### config.mk
export PLATFORM = sky130hd
export DESIGN_NAME = spart_tx_word
export DESIGN_NICKNAME = d
export VERILOG_FILES = /design/src/rtl/spart_tx_word.sv
export SDC_FILE = /design/constraint.sdc
export NUM_CORES = 1
export LEC_CHECK = 0
export BUFFER_PORTS_ARGS = -buffer_cell sky130_fd_sc_hd__buf_2
export CAP_MARGIN = 30
export CORE_ASPECT_RATIO = 1.75
export CORE_MARGIN = 2
export CORE_UTILIZATION = 45
export DETAILED_ROUTE_END_ITERATION = 10
export PLACE_DENSITY = 0.65
export SKIP_CTS_REPAIR_TIMING = 1
export SYNTH_ARGS = -nofsm -noshare
export SYNTH_HDL_FRONTEND = slang
export SYNTH_SLANG_ARGS = --single-unit
### constraint.sdc
create_clock -name clk -period 2.8 [get_ports clk]
set_input_delay 0.56 -clock clk [delete_from_list [all_inputs] [get_ports clk]]
set_output_delay 0.56 -clock clk [all_outputs]
set_load 0.005 [all_outputs]
### src/rtl/spart_tx_word.sv
// spart_tx_word: sends a 32-bit word on txd as NUM_BYTES back-to-back 8N1 frames, LSB byte first.
// Define SPART_TX_PARITY_EN to insert an even-parity bit after the data bits (11-bit frames).
module spart_tx_word #(
    parameter int CLK_DIV   = 2604,
    parameter int NUM_BYTES = 4
) (
    input  logic        clk,
    input  logic        rst,
    input  logic [31:0] tx_word,
    input  logic        tx_valid,
    output logic        tx_ready,
    output logic        txd,
    output logic        busy,
    output logic        byte_sent
);

    localparam int               CNT_W     = $clog2(CLK_DIV);
    localparam logic [CNT_W-1:0] CNT_LAST  = CNT_W'(CLK_DIV - 1);
    localparam logic [1:0]       BYTE_LAST = 2'(NUM_BYTES - 1);

`ifdef SPART_TX_PARITY_EN
    typedef enum logic [2:0] {IDLE, START, DATA, PARITY, STOP} state_t;
`else
    typedef enum logic [2:0] {IDLE, START, DATA, STOP} state_t;
`endif

    state_t           state, state_nx;
    logic [CNT_W-1:0] cnt, cnt_nx;
    logic [2:0]       bit_idx, bit_idx_nx;
    logic [1:0]       byte_idx, byte_idx_nx;
    logic [31:0]      shreg;
    logic [7:0]       cur_byte;
    logic             load, shift8, bit_done;
    logic             txd_nx, byte_sent_nx;

    assign tx_ready = (state == IDLE);
    assign busy     = ~tx_ready;
    assign cur_byte = shreg[7:0];
    assign bit_done = (cnt == CNT_LAST);

    always_ff @(posedge clk or posedge rst) begin
        if (rst) begin
            state     <= IDLE;
            cnt       <= '0;
            bit_idx   <= '0;
            byte_idx  <= '0;
            txd       <= 1'b1;
            byte_sent <= 1'b0;
        end else begin
            state     <= state_nx;
            cnt       <= cnt_nx;
            bit_idx   <= bit_idx_nx;
            byte_idx  <= byte_idx_nx;
            txd       <= txd_nx;
            byte_sent <= byte_sent_nx;
        end
    end

    // Payload register carries no reset; it is only meaningful after a handshake loads it.
    always_ff @(posedge clk) begin
        if (load) begin
            shreg <= tx_word;
        end else if (shift8) begin
            shreg <= {8'h00, shreg[31:8]};
        end
    end

    // txd is registered from the current state, so the line lags the FSM by one cycle.
    always_comb begin
        state_nx     = state;
        cnt_nx       = bit_done ? '0 : cnt + CNT_W'(1);
        bit_idx_nx   = bit_idx;
        byte_idx_nx  = byte_idx;
        txd_nx       = 1'b1;
        byte_sent_nx = 1'b0;
        load         = 1'b0;
        shift8       = 1'b0;
        case (state)
            IDLE: begin
                cnt_nx = '0;
                if (tx_valid) begin
                    load        = 1'b1;
                    byte_idx_nx = '0;
                    bit_idx_nx  = '0;
                    state_nx    = START;
                end
            end
            START: begin
                txd_nx = 1'b0;
                if (bit_done) begin
                    bit_idx_nx = '0;
                    state_nx   = DATA;
                end
            end
            DATA: begin
                txd_nx = cur_byte[bit_idx];
                if (bit_done) begin
                    if (bit_idx == 3'd7) begin
`ifdef SPART_TX_PARITY_EN
                        state_nx = PARITY;
`else
                        state_nx = STOP;
`endif
                    end else begin
                        bit_idx_nx = bit_idx + 3'd1;
                    end
                end
            end
`ifdef SPART_TX_PARITY_EN
            PARITY: begin
                txd_nx = ^cur_byte;
                if (bit_done) begin
                    state_nx = STOP;
                end
            end
`endif
            STOP: begin
                if (bit_done) begin
                    byte_sent_nx = 1'b1;
                    if (byte_idx != BYTE_LAST) begin
                        byte_idx_nx = byte_idx + 2'd1;
                        shift8      = 1'b1;
                        state_nx    = START;
                    end else begin
                        state_nx = IDLE;
                    end
                end
            end
            default: state_nx = IDLE;
        endcase
    end

endmodule

==> out/results.env <==
WIRE_LENGTH_PER_CELL_AFTER_DETAILED_ROUTING_UM=14.10
DETAILEDROUTE.FIRSTITERATIONVIOLATIONS=55
GRT_SETUP_UNREPAIRED='false'
CORE_MM2=0.005540
P_LEAK_nW=1.102
SYNTH-WARNING-COUNT=0
DRT-TOTAL-WL_UM=4400
PLACEDCELLCOUNT=304
STATUS='finished, final reports clean'
CRIT_PATH_TOP_DELAY_CELL='sky130_fd_sc_hd__nor4_1'
TIGHTESTPINTRANSITION_NS=0.8095
SYN_TO_FINAL_GROWTH_PCT=15.52
FINAL-INSTANCE-COUNT-EXCL-FILL=312
FMAX_MHz=428.1
SYNTH.NET_COUNT=239
SYN_AREA_MM2=0.002564
FINALCRITICALPERIOD_NS=2.336
FINAL.FILL_COUNT=504
FP.DIEAREA_MM2=0.006341
TIMING.CRITICAL_PATH.ARRIVAL_NS=2.34
CLKSLEWWORSTSETUPHOLDPATHS_NS=0.09
POWER.DENSITY_CELL_AREA_mW_PER_MM2=488.7
SYNTH.CELLS.MOST_FREQUENT='sky130_fd_sc_hd__edfxtp_1, sky130_fd_sc_hd__mux2_2, sky130_fd_sc_hd__dfrtp_1'
DETAIL_ROUTE.VIAS_PER_CELL=5.208
WORSTPATHMAXFANOUT=32
RR_STARTPOINT='cnt[6]'
FIRST_GLOBAL_VIAS=1731
CELL_BY_CELL_TRACE_OF_THE_CRITICAL_PATH='or4bb_1, nor4_1, nand2_1, nand2_1, buf_12'
CRITICAL_PATH.ENDPOINT_TYPE='flop'
DETAILEDROUTE.FIRSTPASSITERATIONCOUNT=4
IO_BUFFER_COUNT=38
HOLD_VIOL=0
CP.DEPTH=5
ANTENNA_FOUND_INITIAL=0
FLOORPLAN.INITIALDENSITY_PCT=46.27
DETAIL_ROUTE.DRC_VIOLATIONS=0
TOP_POST_SYNTHESIS_CELLS_BY_AREA='sky130_fd_sc_hd__edfxtp_1, sky130_fd_sc_hd__dfrtp_1, sky130_fd_sc_hd__mux2_2'
CRITICAL_PATH.MOST_COMMON_CELL='sky130_fd_sc_hd__nand2_1'
DP_WORST_SETUP_SLACK_NS=0.4859
CRITICAL-PATH-MAX-STAGE-DELAY_NS=0.59
CLOCK_TREE.ROOT_CELL='sky130_fd_sc_hd__clkbuf_8'
WORSTSETUPENDPOINT='shreg[5]'
YS_ASYNC_SR_FRACTION_PCT=39.62
HOLD_CLASS='in -> async'
YOSYS_MOST_USED_DFF='sky130_fd_sc_hd__edfxtp_1'
RRSETUPSLACK_NS=0.46
WORST_CLOCK_SKEW_NS=0.006059
CRITPATHBUFINV=1
WORST_EP_REQUIRED_TIME_NS=2.81
CLOCK_LATENCY_NS=0.30
TOTAL_CTS_BUFFERS=5
ROUTED_VIAS=1625
POWER.IR.VDD_WORST_uV=376.3
WORST_PATH_DOMINANT_CELL_FAMILY='simple AND/OR/NAND/NOR gates'
YOSYS.CELL_COUNT.TOP_TYPE='sky130_fd_sc_hd__edfxtp_1'
DIE_HEIGHT_UM=103.9
REGISTER_AREA_SHARE_AFTER_SYNTHESIS_PCT=58.03
STARTPOINT='cnt[6]'
DRIVE_GT1_SHARE_PCT=33.47
TIMING_MAX_TRANSITION_VIOLATIONS_FINAL=0
GP_ROUTABILITY_CONGESTION=0.7357
AREA_OF_THE_MULTI_INPUT_GATES_MM2=0.001001
FINALCRITPERIODSHARE_PCT=83.43
SYNTH_ENABLE_FLOP_CELLS=32
SYN-MEAN-INSTANCE-AREA_UM2=13.08
SYNTHCELLS=196
FF2FF_PATH_DEPTH=5
GRT_OVERFLOW=0
SYNTH_LARGEST_TYPE_AREA_FRACTION_PCT=37.48
WORST_SETUP_PATH_START_KIND='flop'
FINAL_DESIGN_UTILIZATION_PCT=53.46
YOSYSTOPAREACELL='sky130_fd_sc_hd__edfxtp_1'
NUMBER_OF_DISTINCT_LIBRARY_CELL_VARIANTS_IN_THE_GATE_LEVEL_NETLIST_AFTER_SYNTHESIS=40
PLACEMENT_ROWS=36
YS_SEQ_ELEMENTS=53
GRT_PASS1_WL_UM=7465
LARGEST_NET_DEGREE_AT_THE_START_OF_GLOBAL_ROUTING=33
SETUP_TNS_NS=0
IOS=39
POST-DP-HPWL_UM=3225
DIE_W_UM=61.06
CTS_BUFFER_DEPTH=2
RELATIVE_MAX_TRANSITION_MARGIN_PCT=45.97
ANTENNA_VIOLATING_NETS_POST_ROUTE=0
TIMING_WORST_SETUP_PATH_TYPE='reg -> reg'
SETUP_VIOLATIONS=0
NUMCLOCKSINKS=53
CAP_VIOLATIONS=0
FINAL_NETS=278
CLOCK_TREE.HTREE_LEVEL_COUNT=2
REGISTER_AREA_MM2=0.001488
CRITICAL_PATH.REG2REG.ENDPOINT='shreg[5]'
CTS_TREE='yes'
N_ANTENNA_CELL=0
GLOBALROUTETOTALUTIL_PCT=15.55
SETUP_WS_NS=0.4639
-- worst min path at each step --
stage,start,to,slack (ns),cells after the start
global placement,cnt[0],cnt[0],0.50,1
global route,rst,bit_idx[1],0.48,2
detailed placement,byte_idx[1],byte_idx[1],0.51,2
CTS,rst,bit_idx[0],0.43,2
floorplan,cnt[0],cnt[0],0.47,1
finish,rst,bit_idx[2],0.40,2
-- cells in the final DEF, fill, tap and decap left out, types with 2 or more instances in the layout --
cell type and n:
sky130_fd_sc_hd__nand2_1 12, sky130_fd_sc_hd__nor4_1 3, sky130_fd_sc_hd__nand4_1 2, sky130_fd_sc_hd__clkbuf_8 5, sky130_fd_sc_hd__xor2_1 4, sky130_fd_sc_hd__mux4_2 2
sky130_fd_sc_hd__and3_2 2, sky130_fd_sc_hd__ha_1 8, sky130_fd_sc_hd__mux2i_1 4, sky130_fd_sc_hd__mux2_2 24, sky130_fd_sc_hd__inv_1 7, sky130_fd_sc_hd__and3_1 11
sky130_fd_sc_hd__nand3b_1 3, sky130_fd_sc_hd__nor2_1 15, sky130_fd_sc_hd__edfxtp_1 32, sky130_fd_sc_hd__a21o_1 2, sky130_fd_sc_hd__xnor2_1 6, sky130_fd_sc_hd__buf_2 38
sky130_fd_sc_hd__o2bb2ai_1 2, sky130_fd_sc_hd__nand3_1 9, sky130_fd_sc_hd__dfrtp_1 20, sky130_fd_sc_hd__nor3_1 2, sky130_fd_sc_hd__or3_1 2, sky130_fd_sc_hd__bufinv_16 2
-- per-layer routing --
metal	share of wire, %	vias to the layer above	GRT usage [%]
met2	55	38	27.28
met5	0	-	0
met4	2.0	0	6.366
met1	38	784	16.99
li1	-	796	-
met3	4.7	7	3.607
-- logic make-up (layout without fill, tap and decap cells) --
family / count (synthesis) / after routing / share of synthesized area (%)
flip-flops: 53 / 53 / 58.03
XOR/XNOR: 10 / 10 / 3.416
adder cells (fa/ha/maj): 8 / 8 / 3.904
AO/OA/AOI/OAI: 12 / 12 / 3.611
multiplexers: 30 / 30 / 13.86
buffers and inverters: 15 / 55 / 2.929
AND/OR/NAND/NOR: 68 / 68 / 14.25
-- power breakdown --
part | internal, mW | switching, mW | total, mW | leakage [nW]
sequential | 0.821 | 0 | 0.821 | 0.448
clock | 0.354 | 0.242 | 0.596 | 0.0643
combinational | 0.0169 | 0.0132 | 0.0301 | 0.589
total | 1.19 | 0.255 | 1.45 | 1.10
-- layout make-up --
type                            instances  area share (%)
Clock buffer                            5           2.324
Inverter                                7          0.8872
Multi-Input combinational cell        128           33.80
Sequential cell                        53           50.23
Clock inverter                          3           2.197
Tap cell                               76           3.211
Timing Repair Buffer                   40           7.351
-- per-stage QoR --
stage          power [mW]  instance area (µm²)  hold WS (ns)
2_1_floorplan      0.8443                 2564        0.4706
3_3_place_gp       0.8689                 2828        0.5031
3_5_place_dp       0.8694                 2828        0.5122
4_1_cts             1.470                 2962        0.4302
5_1_grt             1.501                 2962        0.4824
6_report            1.447                 2962        0.3973
-- sequential cells by signal (all words and copies together), names as in the netlist --
signal / cells
shreg: 32
cnt: 12
bit_idx: 3
byte_idx: 2
state: 2
byte_sent: 1
txd: 1
(Power assumes the default switching activity.)
